`config.mk`:
```
export PLATFORM = sky130hd
export DESIGN_NAME = rom_arbiter
export DESIGN_NICKNAME = d
export VERILOG_FILES = /design/src/rtl/rom_arbiter_pkg.sv /design/src/rtl/rom_arbiter_rr_arb2.sv /design/src/rtl/rom_arbiter.sv
export SDC_FILE = /design/constraint.sdc
export NUM_CORES = 1
export LEC_CHECK = 0
export ABC_CLOCK_PERIOD_IN_PS = 2700
export BUFFER_PORTS_ARGS = -buffer_cell sky130_fd_sc_hd__buf_2
export CORE_AREA = 4 4 105 77
export CTS_CLUSTER_DIAMETER = 80
export CTS_CLUSTER_SIZE = 30
export DETAILED_ROUTE_END_ITERATION = 10
export DIE_AREA = 0 0 109 81
export PLACE_DENSITY = 0.78
export SYNTH_ARGS = -nofsm -noshare
export SYNTH_HDL_FRONTEND = slang
export SYNTH_SLANG_ARGS = --single-unit
```
`constraint.sdc`:
```
create_clock -name clk_sys -period 2.7 [get_ports clk_sys]
set_input_delay 0.54 -clock clk_sys [delete_from_list [all_inputs] [get_ports clk_sys]]
set_output_delay 0.54 -clock clk_sys [all_outputs]
set_load 0.01 [all_outputs]
```
`src/rtl/rom_arbiter_pkg.sv`:
```
// Shared types and helpers for the ROM arbiter: FSM states, grant encoding,
// default SDRAM bases and the CPU ROM offset translation.
package rom_arbiter_pkg;

   typedef enum logic [1:0] {
      IDLE  = 2'd0,
      ISSUE = 2'd1,
      WAIT  = 2'd2,
      DONE  = 2'd3
   } arb_state_t;

   typedef enum logic {
      GNT_CPU = 1'b0,
      GNT_SND = 1'b1
   } grant_t;

   localparam logic [24:0] ROM0_BASE_DEF = 25'h000000;
   localparam logic [24:0] ROM1_BASE_DEF = 25'h010000;
   localparam logic [24:0] SND_BASE_DEF  = 25'h020000;

   // a is the CPU word address a[19:1]; a[18:15] therefore holds a[19:16].
   function automatic logic [15:0] cpu_rom_offset(input logic [18:0] a, input logic rom1_ce);
      if (rom1_ce && (a[18:15] == 4'hF))
         return {1'b1, a[14:0]};
      return a[15:0];
   endfunction

endpackage

```
`src/rtl/rom_arbiter_rr_arb2.sv`:
```
// Two-input round-robin arbiter; the last winner loses a tie. The history bit
// only advances when upd_en marks a grant as actually taken.
module rr_arb2
   import rom_arbiter_pkg::*;
(
   input  logic   clk_sys,
   input  logic   reset,
   input  logic   req_cpu,
   input  logic   req_snd,
   input  logic   upd_en,
   output grant_t grant
);

   grant_t last_grant_q;
   grant_t last_grant_d;

   always_comb begin
      grant = GNT_CPU;
      if (req_cpu && req_snd)
         grant = (last_grant_q == GNT_SND) ? GNT_CPU : GNT_SND;
      else if (req_snd)
         grant = GNT_SND;

      last_grant_d = last_grant_q;
      if (upd_en)
         last_grant_d = grant;
   end

   // Resetting to sound lets the CPU win the first tie.
   always_ff @(posedge clk_sys or posedge reset) begin
      if (reset)
         last_grant_q <= GNT_SND;
      else
         last_grant_q <= last_grant_d;
   end

endmodule

```
`src/rtl/rom_arbiter.sv`:
```
// Shares the SDRAM read port between CPU ROM fetches and sound ROM reads, with a
// one-entry CPU hit register so repeated CPU reads of one word need no access.
module rom_arbiter
   import rom_arbiter_pkg::*;
#(
   parameter logic [24:0] ROM0_BASE = ROM0_BASE_DEF,
   parameter logic [24:0] ROM1_BASE = ROM1_BASE_DEF,
   parameter logic [24:0] SND_BASE  = SND_BASE_DEF
)(
   input  logic        clk_sys,
   input  logic        reset,
   input  logic        cpu_rd,
   input  logic [18:0] cpu_a,
   input  logic        rom0_ce,
   input  logic        rom1_ce,
   output logic        cpu_ready,
   output logic [15:0] cpu_dout,
   input  logic        snd_req,
   input  logic [14:0] snd_a,
   output logic        snd_ack,
   output logic [15:0] snd_dout,
   output logic        sdr_req,
   output logic [24:0] sdr_addr,
   input  logic        sdr_ack,
   input  logic [15:0] sdr_data
);

   arb_state_t  state_q, state_d;
   grant_t      grant_q, grant_d;
   logic        sdr_req_q, sdr_req_d;
   logic [24:0] sdr_addr_q, sdr_addr_d;
   logic        snd_ack_q, snd_ack_d;
   logic [15:0] snd_dout_q, snd_dout_d;
   logic        hit_vld_q, hit_vld_d;
   logic [24:0] hit_addr_q, hit_addr_d;
   logic [15:0] hit_data_q, hit_data_d;

   logic        cpu_req, cpu_hit, cpu_miss, arb_upd;
   logic [24:0] cpu_addr, snd_addr;
   grant_t      arb_grant;

   always_comb begin
      cpu_req  = cpu_rd & (rom0_ce | rom1_ce);
      cpu_addr = (rom1_ce ? ROM1_BASE : ROM0_BASE) + {9'd0, cpu_rom_offset(cpu_a, rom1_ce)};
      snd_addr = SND_BASE + {10'd0, snd_a};
      cpu_hit  = cpu_req & hit_vld_q & (hit_addr_q == cpu_addr);
      cpu_miss = cpu_req & ~cpu_hit;
      arb_upd  = (state_q == IDLE) & (cpu_miss | snd_req);
   end

   rr_arb2 u_rr (
      .clk_sys (clk_sys),
      .reset   (reset),
      .req_cpu (cpu_miss),
      .req_snd (snd_req),
      .upd_en  (arb_upd),
      .grant   (arb_grant)
   );

   always_comb begin
      state_d    = state_q;
      grant_d    = grant_q;
      sdr_req_d  = sdr_req_q;
      sdr_addr_d = sdr_addr_q;
      snd_ack_d  = 1'b0;
      snd_dout_d = snd_dout_q;
      hit_vld_d  = hit_vld_q;
      hit_addr_d = hit_addr_q;
      hit_data_d = hit_data_q;
      unique case (state_q)
         IDLE: begin
            if (arb_upd) begin
               state_d    = ISSUE;
               grant_d    = arb_grant;
               sdr_req_d  = 1'b1;
               sdr_addr_d = (arb_grant == GNT_CPU) ? cpu_addr : snd_addr;
            end
         end
         ISSUE: state_d = WAIT;
         WAIT: begin
            if (sdr_ack) begin
               state_d   = DONE;
               sdr_req_d = 1'b0;
               // CPU data always refills the hit register, even if cpu_rd has dropped.
               if (grant_q == GNT_CPU) begin
                  hit_vld_d  = 1'b1;
                  hit_addr_d = sdr_addr_q;
                  hit_data_d = sdr_data;
               end else begin
                  snd_dout_d = sdr_data;
                  snd_ack_d  = 1'b1;
               end
            end
         end
         DONE: state_d = IDLE;
         default: state_d = IDLE;
      endcase
   end

   always_ff @(posedge clk_sys or posedge reset) begin
      if (reset) begin
         state_q    <= IDLE;
         grant_q    <= GNT_CPU;
         sdr_req_q  <= 1'b0;
         sdr_addr_q <= '0;
         snd_ack_q  <= 1'b0;
         snd_dout_q <= '0;
         hit_vld_q  <= 1'b0;
         hit_addr_q <= '0;
         hit_data_q <= '0;
      end else begin
         state_q    <= state_d;
         grant_q    <= grant_d;
         sdr_req_q  <= sdr_req_d;
         sdr_addr_q <= sdr_addr_d;
         snd_ack_q  <= snd_ack_d;
         snd_dout_q <= snd_dout_d;
         hit_vld_q  <= hit_vld_d;
         hit_addr_q <= hit_addr_d;
         hit_data_q <= hit_data_d;
      end
   end

   // Ready is combinational so a miss stalls the CPU in its very first cycle.
   assign cpu_ready = ~cpu_miss;
   assign cpu_dout  = hit_data_q;
   assign snd_ack   = snd_ack_q;
   assign snd_dout  = snd_dout_q;
   assign sdr_req   = sdr_req_q;
   assign sdr_addr  = sdr_addr_q;

endmodule

```
* Yosys cells after proc, flatten, opt, wreduce, memory -nomap -nowiden
Cells that the tools add are included.
Storage, ports and cells: flip-flop bits (word level) 89, output and inout port bits 60, logic and storage cells 55, input bits 57
Operators by class: $add $sub $neg 2, reduce and logical (&&, ||, !) cells 9, equality and inequality tests 7, bitwise operators 10, mux-type cells 17
Operators with widths (number):
- $mux 16 | 2
- $eq 25x18->1 | 1
- $add 18x15->19 const A | 1
- $mux 19 | 1
- $add 17x16->18 | 1
- $mux 17 | 1
- $mux 1 | 9
- $reduce_and 3->1 | 3
- $pmux 2 s4 | 1
- $and 1x1->1 | 5
- $eq 2x2->1 const B | 2
- $eq 4x4->1 const B | 1
- $mux 2 | 2
- $ne 2x2->1 const B | 2
- $reduce_and 2->1 | 2
- $not 1->1 | 3
- $eq 2x1->1 const B | 1
- $logic_and 1x1->1 | 2
- $logic_not 2->1 | 1
- $or 1x1->1 | 2
- $pmux 1 s2 | 1
- $reduce_bool 2->1 | 1

* Longest topological paths before layout
Gate-level depths: netlist of the first run.
word-level depth 13, depth in mapped cells 8, depth with buffers taken out 7

* Hierarchy
Synthesis of the first run repeated with hierarchy kept, for this count alone.
Unflattened totals: cells, all modules 227, area, all modules 3288.2 sq um
By module, submodules not included:
- rom_arbiter | cells an instance 223, area each 3231.8 sq um, seq. area each 1826.8 sq um, times used 1
- rr_arb2 | cells an instance 4, area each 56.3 sq um, seq. area each 26.3 sq um, times used 1

* Worst setup path before layout of the first run
No wires, ideal clock.
kind input to register, start point input cpu_a[4], end point register sdr_req_q (netlist: sdr_req), path buffers 1, arrival time 1.890 ns, stages 7, slack 0.678 ns, library setup time 0.132 ns, data required time 2.568 ns, cell sequence xor2_1 -> nor4_4 -> nand4b_4 -> o31ai_4 -> buf_6 -> o21ba_1 -> a31oi_1
Between the ends: longest elaborated chain between the ends 11
Ends and longest elaborated chain:
- start: declaration | line rom_arbiter.sv:13 | input logic [18:0] cpu_a,
- $mux 16 | line rom_arbiter_pkg.sv:23 | if (rom1_ce && (a[18:15] == 4'hF))
- $mux 16 (*) | line rom_arbiter_pkg.sv:25 | return a[15:0];
- $add 17x16->18 (*) | line rom_arbiter.sv:44 | cpu_addr = (rom1_ce ? ROM1_BASE : ROM0_BASE) + {9'd0, cpu_rom_offset(cpu_a, rom1_ce)};
- $eq 25x18->1 (*) | line rom_arbiter.sv:46 | cpu_hit = cpu_req & hit_vld_q & (hit_addr_q == cpu_addr);
- $and 1x1->1 (*) | line rom_arbiter.sv:46
- $not 1->1 (*) | line rom_arbiter.sv:47 | cpu_miss = cpu_req & ~cpu_hit;
- $and 1x1->1 (*) | line rom_arbiter.sv:47
- $or 1x1->1 (*) | line rom_arbiter.sv:48 | arb_upd = (state_q == IDLE) & (cpu_miss | snd_req);
- $and 1x1->1 (*) | line rom_arbiter.sv:48
- $ne 2x2->1 (no line) (*)
- $reduce_and 3->1 (no line) (*)
- end signal: assignment | line rom_arbiter.sv:114 | sdr_req_q <= sdr_req_d;
- end: declaration | line rom_arbiter.sv:30 | logic sdr_req_q, sdr_req_d;
Every way passes the cells marked *; elsewhere a longest branch is shown, timed or not. The select of a mux whose other input is x is not followed. A chain may end at the register's enable or synchronous reset.

* Worst setup path after layout of the first run
start point register hit_addr_q[14], end point output cpu_ready
Between the ends: longest elaborated chain between the ends 5
Ends and longest elaborated chain:
- start: declaration | line rom_arbiter.sv:35 | logic [24:0] hit_addr_q, hit_addr_d;
- start signal: assignment | line rom_arbiter.sv:119 | hit_addr_q <= hit_addr_d;
- $eq 25x18->1 | line rom_arbiter.sv:46
- $and 1x1->1 | line rom_arbiter.sv:46
- $not 1->1 | line rom_arbiter.sv:47
- $and 1x1->1 | line rom_arbiter.sv:47
- $not 1->1 | line rom_arbiter.sv:125 | assign cpu_ready = ~cpu_miss;
- end: declaration | line rom_arbiter.sv:16 | output logic cpu_ready,
Every way passes these cells.

==> summary.md, run 1 <==
| Metric | Value |
|---|---|
| Crit Reg-Reg Startpoint | `hit_addr_q[14]` |
| Number of buffers created by CTS | `9` |
| Crit-path slowest cell | `sky130_fd_sc_hd__nor4_1` |
| Share of flip-flops with an asynchronous set or reset | `100.0%` |
| CTS HTree Levels | `3` |
| Number of synthesized register bits | `74` |
| Buffer cell driving the clock tree root | `sky130_fd_sc_hd__clkbuf_8` |
| Maximum count of clock buffers along a single path | `2` |
| Final weighted congestion of routability-driven global placement | `roughly 0.74` |
| Largest net degree at the start of global routing | `28` |
| Peak supply drop | `554.7 µV` |
| HPWL after detailed placement | `5699 µm` |
| Time the final worst path needs with I/O delays and setup | `2484 ps` |
| CP startpoint kind | `register` |
| Main synth FF type | `sky130_fd_sc_hd__dfrtp_1` |
| Final hold vios | `0` |
| Number of global-route vias before repair | `about 2500` |
| Post-synthesis cell area | `between 0.003 and 0.004 mm²` |
| Run status | `finished clean` |
| Core footprint | `approximately 0.0071 mm²` |
| Kind of cell adding the most delay to the critical path | `simple AND/OR/NAND/NOR gates` |
| Cell-by-cell trace of the critical path | `xor2_1, nor4_1, nand3_2, o21ai_2, buf_2` |
| HP Class | `in -> async` |
| Register area share after synthesis | `53.29%` |
| Avg WL per Cell | `15.69 µm` |
| Maximum Capacitance Violations | `0` |
| TritonCTS clock tree | `built` |
| Number of synthesis warnings | `0` |
| Height of the die | `between 80 and 90 µm` |
| Total grt overflow | `0` |
| Number of optimization iterations in the first detailed-route pass | `4` |
| Min setup slack post-route | `216.3 ps` |
| Number of distinct standard cells referenced by the synthesized netlist | `40` |
| Remaining antenna violation count | `0` |
| Count of input and output buffers | `between 100 and 150` |
| Crit Reg-Reg Endpoint | `sdr_addr[5]` |
| Post-cts gate resize count | `0` |
| Place WS | `279.4 ps` |
| Achievable clock frequency | `roughly 0.40 GHz` |
| Worst path bufs/invs | `1` |
| Share of post-route cells with drive strength above 1 | `51.57%` |
| Flop2flop setup slack | `roughly 580 ps` |
| Total Wirelength | `approximately 7500 µm` |
| Synth-to-layout area growth | `23.46%` |
| Tightest slew margin relative to the limit | `a little over two fifths` |
| Number of enable flip-flop cells after synthesis | `0` |
| CTS sink count | `74` |
| Clock insertion delay at the later pin of the skew report | `340 ps` |
| Iter 0 DRT Violations | `70` |
| Maximum fanout along the worst path | `4` |
| Via Count | `around 2400` |
| Clk slew on worst S/H paths | `around 80 ps` |
| Antenna violations before repair | `0` |
| Cells after Synth | `265` |
| Area of all sequential standard cells | `between 0.0015 and 0.002 mm²` |
| Final-stage net count | `~440` |
| Overall track demand over capacity in global routing | `around 18%` |
| Number of placed I/O pins | `between 100 and 150` |
| Transition time of the tightest slew-check pin | `861.2 ps` |
| Mean instance size in the synthesized netlist | `about 13 µm²` |
| TNS Setup | `0 ps` |
| Final core utilization | `60.26%` |
| Area of combinational cells with multiple inputs | `~0.0015 mm²` |
| Wire length of the first global-routing pass | `approximately 12000 µm` |
| Worst Path Required | `~2200 ps` |
| Setup bufs post-CTS | `0` |
| Standard-cell rows | `26` |
| Floorplan die width | `109 µm` |
| DRC errors left | `0` |
| Arrival @ worst endpoint | `between 1500 and 2000 ps` |
| Number of antenna cells inserted | `0` |
| Power per cell area | `approximately 1100 mW/mm²` |
| Number of hold buffers added after cts | `0` |
| Initial standard-cell utilization of the core | `around half` |
| Leakage component of the power | `2.098 nW` |
| Die Outline Area | `0.008829 mm²` |
| Ratio of routed vias to standard cells | `4.975` |
| Slew Viols, Final | `0` |
| Setup repair after global routing missed its margin | `false` |
| Final worst clock skew | `~13 ps` |
| Largest stage delay on the critical path | `400 ps` |
| Cells on worst reg2reg path | `7` |
| Crit end category | `output pin` |
| Portion of the clock cycle consumed by the worst path in the final layout | `91.99%` |
| Path type of the worst setup path | `reg -> out` |
| Final setup vio count | `0` |
| Number of filler instances in the final layout | `602` |
logic make-up (layout without fill, tap and decap cells):
group | after synthesis | in the layout | share of synthesized area, %
multiplexers | 50 | 50 | 16.19
AO/OA/AOI/OAI | 42 | 42 | 10.22
adder cells (fa/ha/maj) | 2 | 2 | 0.7196
flip-flops | 74 | 74 | 53.29
AND/OR/NAND/NOR | 51 | 51 | 9.896
other | 1 | 7 | 0.1078
XOR/XNOR | 17 | 17 | 4.282
buffers and inverters | 28 | 139 | 5.289
Yosys cell counts, types with 4 or more instances:
| master | n | share of area, % |
|---|---|---|
| sky130_fd_sc_hd__nor2_1 | 4 | 0.43 |
| sky130_fd_sc_hd__nand2_1 | 4 | 0.43 |
| sky130_fd_sc_hd__xor2_1 | 16 | 4.0 |
| sky130_fd_sc_hd__nand2b_1 | 16 | 2.9 |
| sky130_fd_sc_hd__inv_1 | 7 | 0.76 |
| sky130_fd_sc_hd__dfrtp_1 | 73 | 53 |
| sky130_fd_sc_hd__mux2_2 | 49 | 16 |
| sky130_fd_sc_hd__clkbuf_1 | 6 | 0.65 |
| sky130_fd_sc_hd__buf_6 | 6 | 1.9 |
| sky130_fd_sc_hd__buf_4 | 9 | 1.9 |
| sky130_fd_sc_hd__a21boi_1 | 5 | 1.1 |
| sky130_fd_sc_hd__and3_2 | 7 | 1.5 |
| sky130_fd_sc_hd__and3_1 | 8 | 1.4 |
| sky130_fd_sc_hd__o31a_1 | 15 | 3.8 |
| sky130_fd_sc_hd__a21boi_0 | 10 | 2.2 |
layout make-up:
cell class	count	area share, %
Sequential cell	74	43.17
Multi-Input combinational cell	169	34.07
Timing Repair Buffer	116	14.40
Clock buffer	10	3.206
Tap cell	98	2.856
Clock inverter	6	1.690
Inverter	7	0.6121
power by group:
part	internal, W	switching [W]	leakage, nW	total (W)
sequential	0.00167	0.000318	0.869	0.00199
clock	0.000462	0.000423	0.103	0.000884
combinational	0.00102	0.000923	1.13	0.00195
per-layer routing:
metal  vias up  GRT usage (%)  share of wire (%)
met5         -              0                  0
met4         0          5.170               0.60
met3         2          4.686                4.5
li1       1141              -                  -
met2        59          29.66                 50
met1      1186          23.44                 45
how the worst max path moves through the flow:
stage | to | start | slack, ps | cells after the start
6_report | cpu_ready | hit_addr_q[14] | 220 | 5
5_1_grt | cpu_ready | hit_addr_q[14] | 20 | 5
4_1_cts | cpu_ready | hit_addr_q[14] | 160 | 5
3_5_place_dp | sdr_addr[5] | cpu_a[11] | 280 | 8
3_3_place_gp | cpu_ready | cpu_a[11] | 310 | 6
2_1_floorplan | cpu_dout[0] | reset | 280 | 1
state kept, by name, indices dropped and copies added, names as in the netlist, 2 cells and up:
name	cells
cpu_dout	16
sdr_addr	18
state_q	2
snd_dout	16
hit_addr_q	18
per-stage QoR:
step	cell area [µm²]	instances	power, W	hold slack (ps)
after detailed placement	4083	464	0.003986	484.8
after global placement	4083	464	0.003878	470.1
after global routing	4293	480	0.005159	224.0
final	4293	480	0.004818	211.5
after floorplan	3500	271	0.003298	454.4
after CTS	4293	480	0.004896	211.0
layout by cell type, fill, tap and decap left out, types with 4 or more instances in the layout:
| cell | n |
|---|---|
| sky130_fd_sc_hd__buf_2 | 106 |
| sky130_fd_sc_hd__dfrtp_1 | 73 |
| sky130_fd_sc_hd__mux2_2 | 49 |
| sky130_fd_sc_hd__xor2_1 | 16 |
| sky130_fd_sc_hd__nand2b_1 | 16 |
| sky130_fd_sc_hd__o31a_1 | 15 |
| sky130_fd_sc_hd__a21boi_0 | 10 |
| sky130_fd_sc_hd__clkbuf_8 | 10 |
| sky130_fd_sc_hd__buf_4 | 9 |
| sky130_fd_sc_hd__and3_1 | 8 |
| sky130_fd_sc_hd__and3_2 | 7 |
| sky130_fd_sc_hd__conb_1 | 7 |
| sky130_fd_sc_hd__inv_1 | 6 |
| sky130_fd_sc_hd__a21boi_1 | 5 |
| sky130_fd_sc_hd__nor2_1 | 4 |
| sky130_fd_sc_hd__nand2_1 | 4 |
(Power assumes the default switching activity.)
==> run 2, diff against run 1 <==
CELL_PAD_IN_SITES_DETAIL_PLACEMENT = 1   (was not set)
CELL_PAD_IN_SITES_GLOBAL_PLACEMENT = 2   (was not set)
CORE_AREA = 4 4 110 112   (was 4 4 105 77)
DIE_AREA = 0 0 114 116   (was 0 0 109 81)
PLACE_DENSITY = not set   (was 0.78)
PLACE_DENSITY_LB_ADDON = 0.1   (was not set)
==> run 2 against run 1 <==
Clock-buffer cell count stayed put. Worst setup slack better by 57 ps. Core utilization is 21 points lower. First-iteration DRC count is 4.3% lower. Highest routed layer unchanged.
==> summary.md, run 2 (synthesized netlist as in run 1, its figures left out) <==
| Metric | Value |
|---|---|
| Overall track demand over capacity in global routing | `13.79% (was 17.95%)` |
| Met3 usage | `6.527% (was 4.686%)` |
| Portion of the clock cycle consumed by the worst path in the final layout | `89.88% (was 91.99%)` |
| Final cell area excluding filler cells | `0.004452 mm² (was 0.004293 mm²)` |
| Arrival @ worst endpoint | `1890 ps (was 1940 ps)` |
| Final setup vio count | `0 (unchanged)` |
| Core footprint | `0.01122 mm² (was 0.007124 mm²)` |
| HP Class | `in -> async (unchanged)` |
| Fraction of power consumed by combinational cells | `38.5% (was 40.4%)` |
| Worst Path Required | `2160 ps (about the same)` |
| Pint | `0.003435 W (was 0.003154 W)` |
| TritonCTS clock tree | `built (unchanged)` |
| Crit end category | `output pin (unchanged)` |
| Floorplan die width | `114 µm (was 109 µm)` |
| Final-stage net count | `434 (was 436)` |
| Flop2flop setup slack | `600 ps (was 580 ps)` |
| Met2 track demand over resource in global routing | `21.74% (was 29.66%)` |
| Final weighted congestion of routability-driven global placement | `0.6623 (was 0.7408)` |
| Share of post-route cells with drive strength above 1 | `51.32% (was 51.57%)` |
| Tightest slew margin relative to the limit | `60.27% (was 42.43%)` |
| Slew Viols, Final | `0 (unchanged)` |
| Final hold vios | `0 (unchanged)` |
| Ratio of routed vias to standard cells | `4.610 (was 4.975)` |
| Largest net degree at the start of global routing | `42 (was 28)` |
| Final worst clock skew | `6.248 ps (was 12.86 ps)` |
| Path type of the worst setup path | `reg -> out (unchanged)` |
| HPWL after detailed placement | `6108 µm (was 5699 µm)` |
| Number of antenna cells inserted | `0 (unchanged)` |
| Run status | `finished clean (unchanged)` |
| Via Count | `2411 (was 2388)` |
| Leakage component of the power | `2.132 nW (was 2.098 nW)` |
| Number of placed instances, taps included | `507 (was 464)` |
| Fraction of power spent switching nets | `33.41% (was 34.54%)` |
| TNS Setup | `0 ps (unchanged)` |
| Clock insertion delay at the later pin of the skew report | `330 ps (was 340 ps)` |
| Setup bufs post-CTS | `0 (unchanged)` |
| Maximum count of clock buffers along a single path | `2 (unchanged)` |
| CTS sink count | `74 (unchanged)` |
| Iter 0 DRT Violations | `67 (was 70)` |
| Crit Reg-Reg Startpoint | `hit_addr_q[8] (was hit_addr_q[14])` |
| Area after detailed placement | `0.004150 mm² (was 0.004083 mm²)` |
| Clk slew on worst S/H paths | `60 ps (was 80 ps)` |
| Height of the die | `116 µm (was 81 µm)` |
| Most Crowded Layer GR | `met2 (unchanged)` |
| Min setup slack post-route | `273.4 ps (was 216.3 ps)` |
| Power per cell area | `1159 mW/mm² (was 1122 mW/mm²)` |
| Peak supply drop | `414.0 µV (was 554.7 µV)` |
| Setup repair after global routing missed its margin | `false (unchanged)` |
| Number of global-route vias before repair | `2637 (was 2472)` |
| Initial standard-cell utilization of the core | `30.98% (was 48.81%)` |
| Total grt overflow | `0 (unchanged)` |
| Buffer cell driving the clock tree root | `sky130_fd_sc_hd__clkbuf_16 (was sky130_fd_sc_hd__clkbuf_8)` |
| CP startpoint kind | `register (unchanged)` |
| Die Outline Area | `0.01322 mm² (was 0.008829 mm²)` |
| Most common cell after layout, fill and taps aside | `sky130_fd_sc_hd__buf_2 (unchanged)` |
| CTS HTree Levels | `3 (unchanged)` |
| Most used cells in the layout excluding fill and tap cells | `106 x sky130_fd_sc_hd__buf_2, 73 x sky130_fd_sc_hd__dfrtp_1, 49 x sky130_fd_sc_hd__mux2_2 (unchanged)` |
| Time the final worst path needs with I/O delays and setup | `2427 ps (was 2484 ps)` |
| Maximum fanout along the worst path | `4 (unchanged)` |
| Met1 demand-to-capacity share in global routing | `17.12% (was 23.44%)` |
| Part of the power in the clock network | `22.9% (was 18.4%)` |
| Number of optimization iterations in the first detailed-route pass | `4 (unchanged)` |
| Standard-cell rows | `39 (was 26)` |
| Maximum Capacitance Violations | `0 (unchanged)` |
| Power share of the sequential group | `38.5% (was 41.3%)` |
| Avg WL per Cell | `16.24 µm (was 15.69 µm)` |
| Place WS | `234.0 ps (was 279.4 ps)` |
| Transition time of the tightest slew-check pin | `595.3 ps (was 861.2 ps)` |
| Number of buffers created by CTS | `9 (unchanged)` |
| DRC errors left | `0 (unchanged)` |
| Count of input and output buffers | `106 (unchanged)` |
| Synth-to-layout area growth | `28.03% (was 23.46%)` |
| Remaining antenna violation count | `0 (unchanged)` |
| Number of filler instances in the final layout | `1226 (was 602)` |
| Number of placed I/O pins | `117 (unchanged)` |
| Antenna violations before repair | `0 (unchanged)` |
| Net switching power figure | `0.001723 W (was 0.001664 W)` |
| Wire length of the first global-routing pass | `14120 µm (was 12110 µm)` |
| Non-filler cells in the finished layout | `523 (was 480)` |
| Total Wirelength | `8496 µm (was 7533 µm)` |
| Achievable clock frequency | `0.4121 GHz (was 0.4026 GHz)` |
| First element of the critical path | `hit_addr_q[8] (was hit_addr_q[14])` |
run 2: cell types whose count changed in the layout (fill, tap and decap cells not counted):
cell,delta
sky130_fd_sc_hd__clkbuf_16,+9
sky130_fd_sc_hd__clkbuf_1,+1
sky130_fd_sc_hd__inv_2,-1
sky130_fd_sc_hd__clkbuf_8,-10
sky130_fd_sc_hd__buf_12,+2
sky130_fd_sc_hd__nor4_1,-1
sky130_fd_sc_hd__clkinv_2,+2
sky130_fd_sc_hd__clkinvlp_4,+2
sky130_fd_sc_hd__inv_6,-1
sky130_fd_sc_hd__buf_4,-4
sky130_fd_sc_hd__nor4_2,+1
sky130_fd_sc_hd__clkinv_4,-2
run 2: per-stage QoR:
| stage | total power (W) | util (%) | hold WS (ps) |
|---|---|---|---|
| after global routing | 0.005576 | 39.67 | 299.3 |
| after global placement | 0.003972 | 36.98 | 472.5 |
| after CTS | 0.005268 | 39.61 | 273.3 |
| after floorplan | 0.003298 | - | 454.4 |
| after detailed placement | 0.004034 | 36.98 | 478.1 |
| final | 0.005158 | 39.67 | 252.9 |
run 2: timing repair:
item,4_1_cts,5_1_grt
endpoints found under the setup margin,0,1
hold endpoints to repair,0,0
gates resized for setup,0,1
hold buffers,0,0
run 2: area by class of cell:
class	count	area (µm²)	share of cell area, %
Sequential cell	74	1853	41.62
Multi-Input combinational cell	169	1469	33.00
Timing Repair Buffer	114	628.1	14.11
Clock buffer	10	229.0	5.143
Tap cell	143	178.9	4.019
Clock inverter	6	66.31	1.490
Inverter	7	27.53	0.6183
run 2: critical path: stages (launching register included):
cell,delay [ps]
sky130_fd_sc_hd__dfrtp_1,390
sky130_fd_sc_hd__xor2_1,170
sky130_fd_sc_hd__nor4_1,370
sky130_fd_sc_hd__nand3_2,230
sky130_fd_sc_hd__o21ai_2,230
sky130_fd_sc_hd__buf_2,170
run 2: worst paths after layout:
kind / depth (start not counted) / endpoint
min in group clk_sys: 2 / sdr_req
max in group asynchronous: 3 / u_rr.last_grant_q
worst max register to register: 7 / sdr_addr[7]
worst max-delay path: 5 / cpu_ready
worst min-delay path: 2 / snd_dout[12]
worst min register to register: 1 / hit_addr_q[17]
run 2: layer usage:
| metal | share of wire (%) | routed length, µm |
|---|---|---|
| met1 | 43 | 3622 |
| met2 | 47 | 3965 |
| met3 | 10 | 854 |
| met4 | 0.62 | 53 |
| met5 | 0 | 0 |
run 2: power groups by stage:
stage               combinational [W]  sequential, W  clock, W
global route                  0.00220        0.00207   0.00131
CTS                           0.00203        0.00200   0.00124
floorplan                     0.00115        0.00215         0
finish                        0.00199        0.00199   0.00118
global placement              0.00198        0.00199         0
detailed placement            0.00202        0.00201         0
